$ cat config.mk
export PLATFORM = sky130hd
export DESIGN_NAME = wb_port_arbiter
export DESIGN_NICKNAME = d
export VERILOG_FILES = /design/src/rtl/cpu_pkg.sv /design/src/rtl/wb_aux_fifo.sv /design/src/rtl/wb_port_arbiter.sv
export SDC_FILE = /design/constraint.sdc
export NUM_CORES = 1
export LEC_CHECK = 0
export CORE_MARGIN = 3
export CORE_UTILIZATION = 35
export CTS_CLUSTER_SIZE = 40
export DETAILED_ROUTE_END_ITERATION = 8
export PLACE_DENSITY = 0.77
export SYNTH_ARGS = -nofsm -noshare
export SYNTH_HDL_FRONTEND = slang
export SYNTH_SLANG_ARGS = --single-unit
$ cat constraint.sdc
create_clock -name clk -period 4.5 [get_ports clk]
set_clock_uncertainty 0.2 [all_clocks]
set_input_delay 1.125 -clock clk [delete_from_list [all_inputs] [get_ports clk]]
set_output_delay 1.125 -clock clk [all_outputs]
set_load 0.01 [all_outputs]
$ cat src/rtl/cpu_pkg.sv
// Shared constants, FSM state type and helpers for the register-file write-port arbiter.
package cpu_pkg;
  localparam int REG_ADDR_W     = 5;
  localparam int DATA_W         = 32;
  localparam int AUX_FIFO_DEPTH = 2;
  localparam int STARVE_LIMIT   = 3;

  typedef enum logic [1:0] {
    ST_IDLE  = 2'd0,
    ST_WAIT  = 2'd1,
    ST_DRAIN = 2'd2
  } arb_state_e;

  // Register 0 is hardwired, so writes to it are no-ops everywhere.
  function automatic logic is_live_addr(input logic [REG_ADDR_W-1:0] addr);
    return addr != '0;
  endfunction
endpackage

$ cat src/rtl/wb_aux_fifo.sv
// Two-entry aux result buffer with same-cycle kill of entries overwritten by a younger WB write.
module wb_aux_fifo
  import cpu_pkg::*;
(
  input  logic                  clk,
  input  logic                  rst_n,
  input  logic                  i_push,
  input  logic [REG_ADDR_W-1:0] i_push_addr,
  input  logic [DATA_W-1:0]     i_push_data,
  input  logic                  i_pop,
  input  logic                  i_kill,
  input  logic [REG_ADDR_W-1:0] i_kill_addr,
  output logic                  o_full,
  output logic                  o_empty,
  output logic [REG_ADDR_W-1:0] o_head_addr,
  output logic [DATA_W-1:0]     o_head_data,
  output logic [1:0]            o_count_next
);
  logic [AUX_FIFO_DEPTH-1:0] r_vld;
  logic [REG_ADDR_W-1:0]     r_addr [AUX_FIFO_DEPTH];
  logic [DATA_W-1:0]         r_data [AUX_FIFO_DEPTH];
  logic                      r_rd_ptr;

  logic [AUX_FIFO_DEPTH-1:0] w_vld_k;
  logic [AUX_FIFO_DEPTH-1:0] w_vld_next;
  logic                      w_wr_slot;
  logic                      w_rd_ptr_next;
  logic                      w_push_ok;

  // r_rd_ptr always names the oldest valid slot, so the head is simply that slot.
  for (genvar gi = 0; gi < AUX_FIFO_DEPTH; gi++) begin : g_slot
    assign w_vld_k[gi] = r_vld[gi]
                         && !(i_kill && (r_addr[gi] == i_kill_addr))
                         && !(i_pop && (r_rd_ptr == 1'(gi)));
  end

  always_comb begin
    w_wr_slot     = 1'b0;
    w_rd_ptr_next = r_rd_ptr;
    case (w_vld_k)
      2'b01:   begin w_wr_slot = 1'b1; w_rd_ptr_next = 1'b0; end
      2'b10:   begin w_wr_slot = 1'b0; w_rd_ptr_next = 1'b1; end
      2'b00:   begin w_wr_slot = 1'b0; w_rd_ptr_next = 1'b0; end
      default: ;
    endcase
  end

  assign w_push_ok    = i_push && !(&w_vld_k);
  assign w_vld_next   = w_vld_k | (AUX_FIFO_DEPTH'(w_push_ok) << w_wr_slot);
  assign o_count_next = 2'(w_vld_next[0]) + 2'(w_vld_next[1]);
  assign o_full       = &r_vld;
  assign o_empty      = ~|r_vld;
  assign o_head_addr  = r_addr[r_rd_ptr];
  assign o_head_data  = r_data[r_rd_ptr];

  always_ff @(posedge clk) begin
    if (!rst_n) begin
      r_vld    <= '0;
      r_rd_ptr <= 1'b0;
    end else begin
      r_vld    <= w_vld_next;
      r_rd_ptr <= w_rd_ptr_next;
    end
  end

  always_ff @(posedge clk) begin
    if (w_push_ok) begin
      r_addr[w_wr_slot] <= i_push_addr;
      r_data[w_wr_slot] <= i_push_data;
    end
  end
endmodule

$ cat src/rtl/wb_port_arbiter.sv
// Shares the register-file write port between the WB stage and buffered aux (MDU) results,
// forcing a one-cycle pipeline stall when aux results have been starved too long.
module wb_port_arbiter
  import cpu_pkg::*;
(
  input  logic                  clk,
  input  logic                  rst_n,
  input  logic                  wb_we,
  input  logic [REG_ADDR_W-1:0] wb_addr,
  input  logic [DATA_W-1:0]     wb_data,
  input  logic                  aux_valid,
  output logic                  aux_ready,
  input  logic [REG_ADDR_W-1:0] aux_addr,
  input  logic [DATA_W-1:0]     aux_data,
  output logic                  stall_req,
  output logic                  rf_we,
  output logic [REG_ADDR_W-1:0] rf_addr,
  output logic [DATA_W-1:0]     rf_data,
  output logic                  pending
);
  arb_state_e            r_state;
  logic [1:0]            r_starve;

  logic                  w_full;
  logic                  w_empty;
  logic [REG_ADDR_W-1:0] w_head_addr;
  logic [DATA_W-1:0]     w_head_data;
  logic [1:0]            w_count_next;
  logic                  w_drain;
  logic                  w_wb_act;
  logic                  w_push;
  logic                  w_pop;
  logic                  w_kill;
  logic                  w_rf_we;
  logic [REG_ADDR_W-1:0] w_rf_addr;
  logic [DATA_W-1:0]     w_rf_data;

  assign w_drain  = (r_state == ST_DRAIN);
  assign w_wb_act = wb_we && is_live_addr(wb_addr);
  // Address-0 aux results are acknowledged but never enter the buffer.
  assign w_push   = aux_valid && !w_full && is_live_addr(aux_addr);
  assign w_kill   = !w_drain && w_wb_act;
  assign w_pop    = !w_empty && (w_drain || !w_wb_act);

  wb_aux_fifo u_fifo (
    .clk          (clk),
    .rst_n        (rst_n),
    .i_push       (w_push),
    .i_push_addr  (aux_addr),
    .i_push_data  (aux_data),
    .i_pop        (w_pop),
    .i_kill       (w_kill),
    .i_kill_addr  (wb_addr),
    .o_full       (w_full),
    .o_empty      (w_empty),
    .o_head_addr  (w_head_addr),
    .o_head_data  (w_head_data),
    .o_count_next (w_count_next)
  );

  always_comb begin
    w_rf_we   = 1'b0;
    w_rf_addr = '0;
    w_rf_data = '0;
    if (w_kill) begin
      w_rf_we   = 1'b1;
      w_rf_addr = wb_addr;
      w_rf_data = wb_data;
    end else if (w_pop) begin
      w_rf_we   = 1'b1;
      w_rf_addr = w_head_addr;
      w_rf_data = w_head_data;
    end
  end

  // Outputs are held quiet while reset is asserted so an in-flight drain never lands.
  assign rf_we     = rst_n && w_rf_we;
  assign rf_addr   = rst_n ? w_rf_addr : '0;
  assign rf_data   = rst_n ? w_rf_data : '0;
  assign stall_req = rst_n && w_drain;
  assign pending   = rst_n && !w_empty;
  assign aux_ready = !rst_n || !w_full;

  always_ff @(posedge clk) begin
    if (!rst_n) begin
      r_state  <= ST_IDLE;
      r_starve <= '0;
    end else if (w_count_next == 2'd0) begin
      r_state  <= ST_IDLE;
      r_starve <= '0;
    end else if ((r_state == ST_WAIT) && w_wb_act) begin
      r_starve <= r_starve + 2'd1;
      r_state  <= (r_starve == 2'(STARVE_LIMIT - 1)) ? ST_DRAIN : ST_WAIT;
    end else begin
      r_state  <= ST_WAIT;
      r_starve <= '0;
    end
  end
endmodule

==> summary.md, run 1 <==
| Metric | Value |
|---|---|
| Fin crit share | 98.6% |
| Critical path endpoint category | output port |
| Number of flops mapped to enable cells by yosys | 74 |
| Pleak | 1.85 nW |
| Tightest Pin Transition | ~0.7 ns |
| Hold Path Class | reg2reg |
| Die W | approximately 110 µm |
| Critical Path RT | roughly 3.2 ns |
| Placer Congestion | 0.797 |
| Setup ws final | 0.0635 ns |
| DR WL/cell | around 15 µm |
| Ports | 119 |
| Synth warn | 0 |
| Area delta synth->final | 46.9% |
| Hold slack | 0.289 ns |
| Post-synth top area cell | edfxtp_1 |
| Worst r2r src | u_fifo.r_addr[0][3] |
| Vias in the first global route | roughly 2,700 |
| Die Ht | 106 µm |
| Worst VDD drop | between 0.00015 and 0.0002 V |
| Worst flop-to-flop path endpoint | u_fifo.r_data[0][12] |
| HPWL Detailed | 5940 µm |
| Post-Syn Area | 3490 µm² |
| Synth top area cells | edfxtp_1 (64%), mux2i_1 (11%), o21ai_0 (5.3%), nand2_1 (4.7%), dfxtp_1 (4.6%) |
| Post-Syn Instances | 259 |
| # DRC | 0 |
| Cell at the root of the clock tree | clkbuf_8 |
| CTS Sinks | 82 |
| Final ANT Viol Nets | 0 |
| Avg Cell Area, Syn | 13.5 µm² |
| Synth Register Bits | 82 |
| First-pass GRT wire length | 12,500 µm |
| 1st-pass router iterations | 4 |
| CP max FO | 18 |
| Global-route usage over all layers | around 14% |
| Power Density | 323 nW/µm² |
| Crit path kind | in2out |
| R2r setup slk | 2.09 ns |
| R2r worst-path depth | 6 |
| Slew Limit Headroom | between 50 and 60% |
| Hold_sp | r_starve[0] |
| Initial antenna violation count | 0 |
| Min cycle time layout | 4.44 ns |
| Via count | 2,508 |
| Final setup viols | 0 |
| Iter 0 DRT Violations | between 80 and 90 |
| Slew Limit Fails | 0 |
| Fin util | 54.2% |
| Synthesized net count | between 300 and 400 |
| NumNets Final | 472 |
| # fillers | 855 |
| Sequential cell area fraction in the yosys report | between 60% and 70% |
| Max Cap Viol | 0 |
| Largest net degree at the start of global routing | 24 |
| Top-area cell type share of the netlist area | 63.7% |
| Hold endpoint | r_starve[0] |
| Share of layout cells above drive strength 1 | about a tenth |
| RSZ-0062 raised after global routing | false |
| Num CTS Buffers | 9 |
| Prevailing post-synth register cell | edfxtp_1 |
| Core area | 9460 µm² |
| CTS H-tree depth | 3 |
| CTS Hold Bufs | 0 |
| Diode count | 0 |
| Rows | 35 |
| Post-Route WL | 7960 µm |
| Most common library cells after synthesis | edfxtp_1 (74), nand2_1 (44), mux2i_1 (37), o21ai_0 (37), clkbuf_1 (10) |
| Final hold vios | 0 |
| Hold path cells | 3 |
| Most numerous cell in the Yosys netlist | edfxtp_1 |
| Die area | 11,200 µm² |
| IO buf count | approximately 120 |
| Count of cell types in the netlist | 31 |
| Post-Place Worst Slack | -0.343 ns |
| Status | completed |
| Max Freq | 0.225 GHz |
| Initial core utilization | 36.9% |
| Worst EP arrival | 3.11 ns |
| CTS tree | yes |
| Clock transition at the registers of the reported paths | 0.07 ns |
| Via/cell ratio | around 4.8 |
| Worst setup SP type | primary input |
| Congestion Overflow GR | 0 |
| FFs w/ async S/R, synth | 0% |
| Worst skew pair latency | approximately 0.33 ns |
| Maximum root-to-sink buffer count | 2 |
-- power by group --
group | switching [mW] | internal (mW)
Sequential | 0.0150 | 0.871
Combinational | 0.0973 | 0.123
Clock | 0.241 | 0.306
Total | 0.353 | 1.30
-- layer usage --
layer,track usage [%],up-vias,wire length (µm)
met5,0,-,0
met4,6.29,0,190
met3,4.78,19,473
met2,24.8,84,4060
met1,16.3,1188,3240
li1,-,1217,-
-- layout make-up --
class                   count  area (µm²)  area share (%)
flip-flops and latches     82        2380            46.5
repair buffers            134        1280            25.1
inverters                   4        15.0           0.293
clock buffers               9         124            2.42
multi-input cells         162        1070            20.9
clock inverters             6        82.6            1.61
well taps                 129         161            3.15
-- metrics by stage --
step	cell area, µm²	instances	total power, mW	TNS [ns]
final	5120	526	1.65	0
after global routing	5120	526	1.73	0
after CTS	5110	525	1.68	-0.0191
after detailed placement	4940	510	1.14	-8.54
after global placement	4940	510	1.13	-7.70
after floorplan	3490	259	0.981	0
-- what timing repair did --
action / 4_1_cts / 5_1_grt
endpoints found under the hold margin: 0 / 0
resized for setup: 42 / 8
buffers inserted: 0 / 1
pin swaps: 0 / 1
gates cloned: 0 / 0
endpoints found under the setup margin: 37 / 34
-- cell families after synthesis --
logic type                 after synthesis  share of synthesized area (%)
AOI/OAI and AO/OA                       50                           8.61
xor gates and xnor gates                10                           2.51
adders and majority gates                1                          0.359
buffers and inverters                   15                           1.65
DFF                                     82                           68.3
muxes                                   37                           10.6
and+or+nand+nor                         64                           7.90
-- state kept, by name, summed over array words and instances (netlist names), named ones only --
name and cells:
u_fifo.r_vld 2, u_fifo.r_data 64, u_fifo.r_rd_ptr 1, u_fifo.r_addr 10, r_starve 2, r_state 2
-- critical path: stages --
cell             delay (ns)
clkdlybuf4s50_1        0.45
or4_4                  0.55
o221ai_4               0.18
nand2_2                0.11
buf_4                  0.21
o21ai_0                0.18
dlygate4sd2_1          0.30
-- worst max-delay path by stage --
stage               cells after the start  slack, ns                  end  startpoint
finish                                  7       0.06          rf_data[27]  wb_addr[2]
global route                            7      0.002           rf_data[6]  wb_addr[1]
CTS                                     9      -0.02           rf_addr[0]  wb_addr[2]
detailed placement                      7      -0.34           rf_addr[0]  wb_addr[2]
global placement                        7      -0.23           rf_addr[4]  wb_addr[1]
floorplan                               5       0.11  u_fifo.r_addr[1][0]  wb_addr[1]
-- cells in the final DEF, fill, tap and decap left out, drive strengths merged --
cell type / Yosys / routed
o211ai: 1 / 1
or4: 2 / 2
o21ai: 38 / 38
and2: 1 / 1
dlygate4sd2: 0 / 34
edfxtp: 74 / 74
xor2: 5 / 5
buf: 1 / 16
inv: 4 / 4
dlymetal6s2s: 0 / 1
clkdlybuf4s50: 0 / 80
dfxtp: 8 / 8
clkdlybuf4s15: 0 / 2
a21oi: 4 / 4
nand2b: 1 / 1
nor4: 1 / 1
or3: 1 / 1
xnor2: 5 / 5
clkbuf: 10 / 10
o21ba: 2 / 2
o31ai: 1 / 1
o221ai: 1 / 1
nand2: 44 / 44
ha: 1 / 1
a311oi: 1 / 1
a31oi: 1 / 1
a21boi: 1 / 1
and4: 1 / 1
bufinv: 0 / 2
nor3: 3 / 3
nor2b: 1 / 1
clkinv: 0 / 4
mux2i: 37 / 37
nand3: 2 / 2
nor2: 7 / 7
Note: power is estimated with default switching activity, not from simulation.
==> inputs of run 2 (changes only) <==
--- a/config.mk
+++ b/config.mk
@@ -10,6 +10,7 @@
 export CTS_CLUSTER_SIZE = 40
 export DETAILED_ROUTE_END_ITERATION = 8
 export PLACE_DENSITY = 0.77
+export SETUP_SLACK_MARGIN = 0.1
 export SYNTH_ARGS = -nofsm -noshare
 export SYNTH_HDL_FRONTEND = slang
 export SYNTH_SLANG_ARGS = --single-unit
==> run 2 against run 1 <==
Against the previous run: via count is 0.40% lower; sequential share of layout area is 1.0 points higher; hold slack hardly changed; final cell count stayed put; critical path type unchanged; largest cell class unchanged.
==> summary.md, run 2 (synthesis results as in run 1) <==
| Metric | Value |
|---|---|
| R2r worst-path depth | 7 |
| Final hold vios | 0 |
| First-pass GRT wire length | 12,500 µm |
| # DRC | 0 |
| Final Non-Filler Cells | 526 |
| Pleak | about 1.8 nW |
| Critical path buffers and inverters | 4 |
| Ports | 119 |
| Power Density | 329 nW/µm² |
| Initial core utilization | 36.9% |
| Core area | about 9500 µm² |
| Global-route usage over all layers | ~14% |
| Biggest register | u_fifo.r_data |
| Hold Path Class | reg2reg |
| Most used routing layer | met2 |
| Die Ht | around 110 µm |
| Tightest Pin Transition | 0.703 ns |
| Slowest CP cell | or4_4 |
| Via count | 2,498 |
| CTS Sinks | 82 |
| Slew Limit Headroom | 53.2% |
| Setup ws final | 0.147 ns |
| Status | completed |
| Largest register FFs | 64 |
| Worst-path cell chain | clkdlybuf4s50_1 -> or4_4 -> o221ai_4 -> buf_6 -> nor2_4 -> buf_12 -> nand2_1 -> o21ai_1 -> clkdlybuf4s15_1 |
| NumNets Final | about 470 |
| R2r setup slk | 2.08 ns |
| Critical path endpoint category | output port |
| M1 GR Usage | 16.3% |
| Worst VDD drop | 0.000170 V |
| Initial antenna violation count | 0 |
| Clock transition at the registers of the reported paths | 0.07 ns |
| Max incr delay on CP | 0.56 ns |
| CP max FO | 18 |
| Worst EP arrival | approximately 3 ns |
| Slew Limit Fails | 0 |
| Iter 0 DRT Violations | 88 |
| Crit path kind | in2out |
| Vias in the first global route | around 2,700 |
| Area delta synth->final | 43.7% |
| CTS H-tree depth | 3 |
| Min cycle time layout | 4.35 ns |
| Met2 GRT Util | 25.0% |
| Worst skew pair latency | between 0.3 and 0.4 ns |
| DR WL/cell | 15.1 µm |
| Critical Path RT | 3.17 ns |
| Placed Cells | 510 |
| CTS tree | yes |
| 1st-pass router iterations | 4 |
| M3 GR Usage | 4.90% |
| Most common cell after layout, fill and taps aside | clkdlybuf4s50_1 |
| Placer Congestion | about 0.80 |
| CP top delay family | buffers and inverters |
| Most frequent cells in the layout | clkdlybuf4s50_1 (79), edfxtp_1 (74), nand2_1 (43), mux2i_1 (37), clkbuf_2 (31) |
| Diode count | 0 |
| Post-Place Worst Slack | -0.343 ns |
| Largest net degree at the start of global routing | 24 |
| Die W | around 110 µm |
| Hold path cells | 3 |
| CTS Hold Bufs | 0 |
| Regs by FF count | u_fifo.r_data (64), u_fifo.r_addr (10) |
| Final setup viols | 0 |
| RSZ-0062 raised after global routing | true |
| Num CTS Buffers | 9 |
| IO buf count | 118 |
| Congestion Overflow GR | 0 |
| Worst path depth | 9 |
| Share of layout cells above drive strength 1 | 17.9% |
| Cell at the root of the clock tree | clkbuf_8 |
| Fin crit share | 96.7% |
| Worst setup SP type | primary input |
| HPWL Detailed | 5940 µm |
| Die area | 11,200 µm² |
| Maximum root-to-sink buffer count | 2 |
| Post-Route WL | 7950 µm |
| Max Freq | 0.230 GHz |
| Final ANT Viol Nets | 0 |
| Max Cap Viol | 0 |
| Rows | 35 |
| Total chip power | about 1.7 mW |
| Via/cell ratio | 4.75 |
[run 2: what timing repair did]
| action | CTS | global route |
|---|---|---|
| setup buffers | 1 | 0 |
| pin swaps | 2 | 2 |
| setup endpoints to repair | 37 | 35 |
| resized for setup | 54 | 71 |
[run 2: final cells by class]
| cell class | count | area [µm²] |
|---|---|---|
| multi-input combinational | 162 | 1070 |
| timing repair buffer | 134 | 1170 |
| inverter | 4 | 15.0 |
| sequential | 82 | 2380 |
| clock inverter | 6 | 82.6 |
| tap | 129 | 161 |
| clock buffer | 9 | 124 |
| fill | 851 | 4450 |
[run 2: path summary, 6_finish.rpt]
check	from	to
worst max-delay path	wb_addr[3]	rf_data[4]
worst min-delay path	r_starve[0]	r_starve[0]
worst max register to register	r_state[0]	u_fifo.r_data[0][13]
worst min register to register	r_starve[0]	r_starve[0]
[run 2: per-stage QoR]
stage	hold WS (ns)	utilization, %	cell area [µm²]	setup TNS (ns)
2_1_floorplan	0.249	-	3490	0
3_3_place_gp	0.260	52.2	4940	-7.70
3_5_place_dp	0.287	52.2	4940	-8.54
4_1_cts	0.299	54.3	5130	0
5_1_grt	0.321	53.0	5010	0
6_report	0.289	53.0	5010	0
[run 2: worst min-delay path, stage by stage, from the launching register on]
cell	delay, ns
dfxtp_1	0.31
inv_1	0.05
nand2_1	0.05
a21oi_1	0.03
[run 2: layer usage]
| metal | vias to the layer above | wire length [µm] |
|---|---|---|
| met3 | 19 | 511 |
| li1 | 1218 | - |
| met2 | 86 | 4070 |
| met1 | 1175 | 3180 |
| met4 | 0 | 197 |
| met5 | - | 0 |
[run 2: power breakdown]
group	leakage (nW)	switching [mW]	internal, mW
Sequential	0.759	0.0151	0.871
Combinational	0.908	0.0984	0.118
Clock	0.106	0.242	0.306
Total	1.77	0.355	1.30
==> inputs of run 3 (changes only) <==
--- a/config.mk
+++ b/config.mk
@@ -7,6 +7,7 @@
 export LEC_CHECK = 0
 export CORE_MARGIN = 3
 export CORE_UTILIZATION = 35
+export CTS_CLUSTER_DIAMETER = 30
 export CTS_CLUSTER_SIZE = 40
 export DETAILED_ROUTE_END_ITERATION = 8
 export PLACE_DENSITY = 0.77
==> results of run 3 <==
No change in the layout: final DEF, timing and power equal those of run 2.
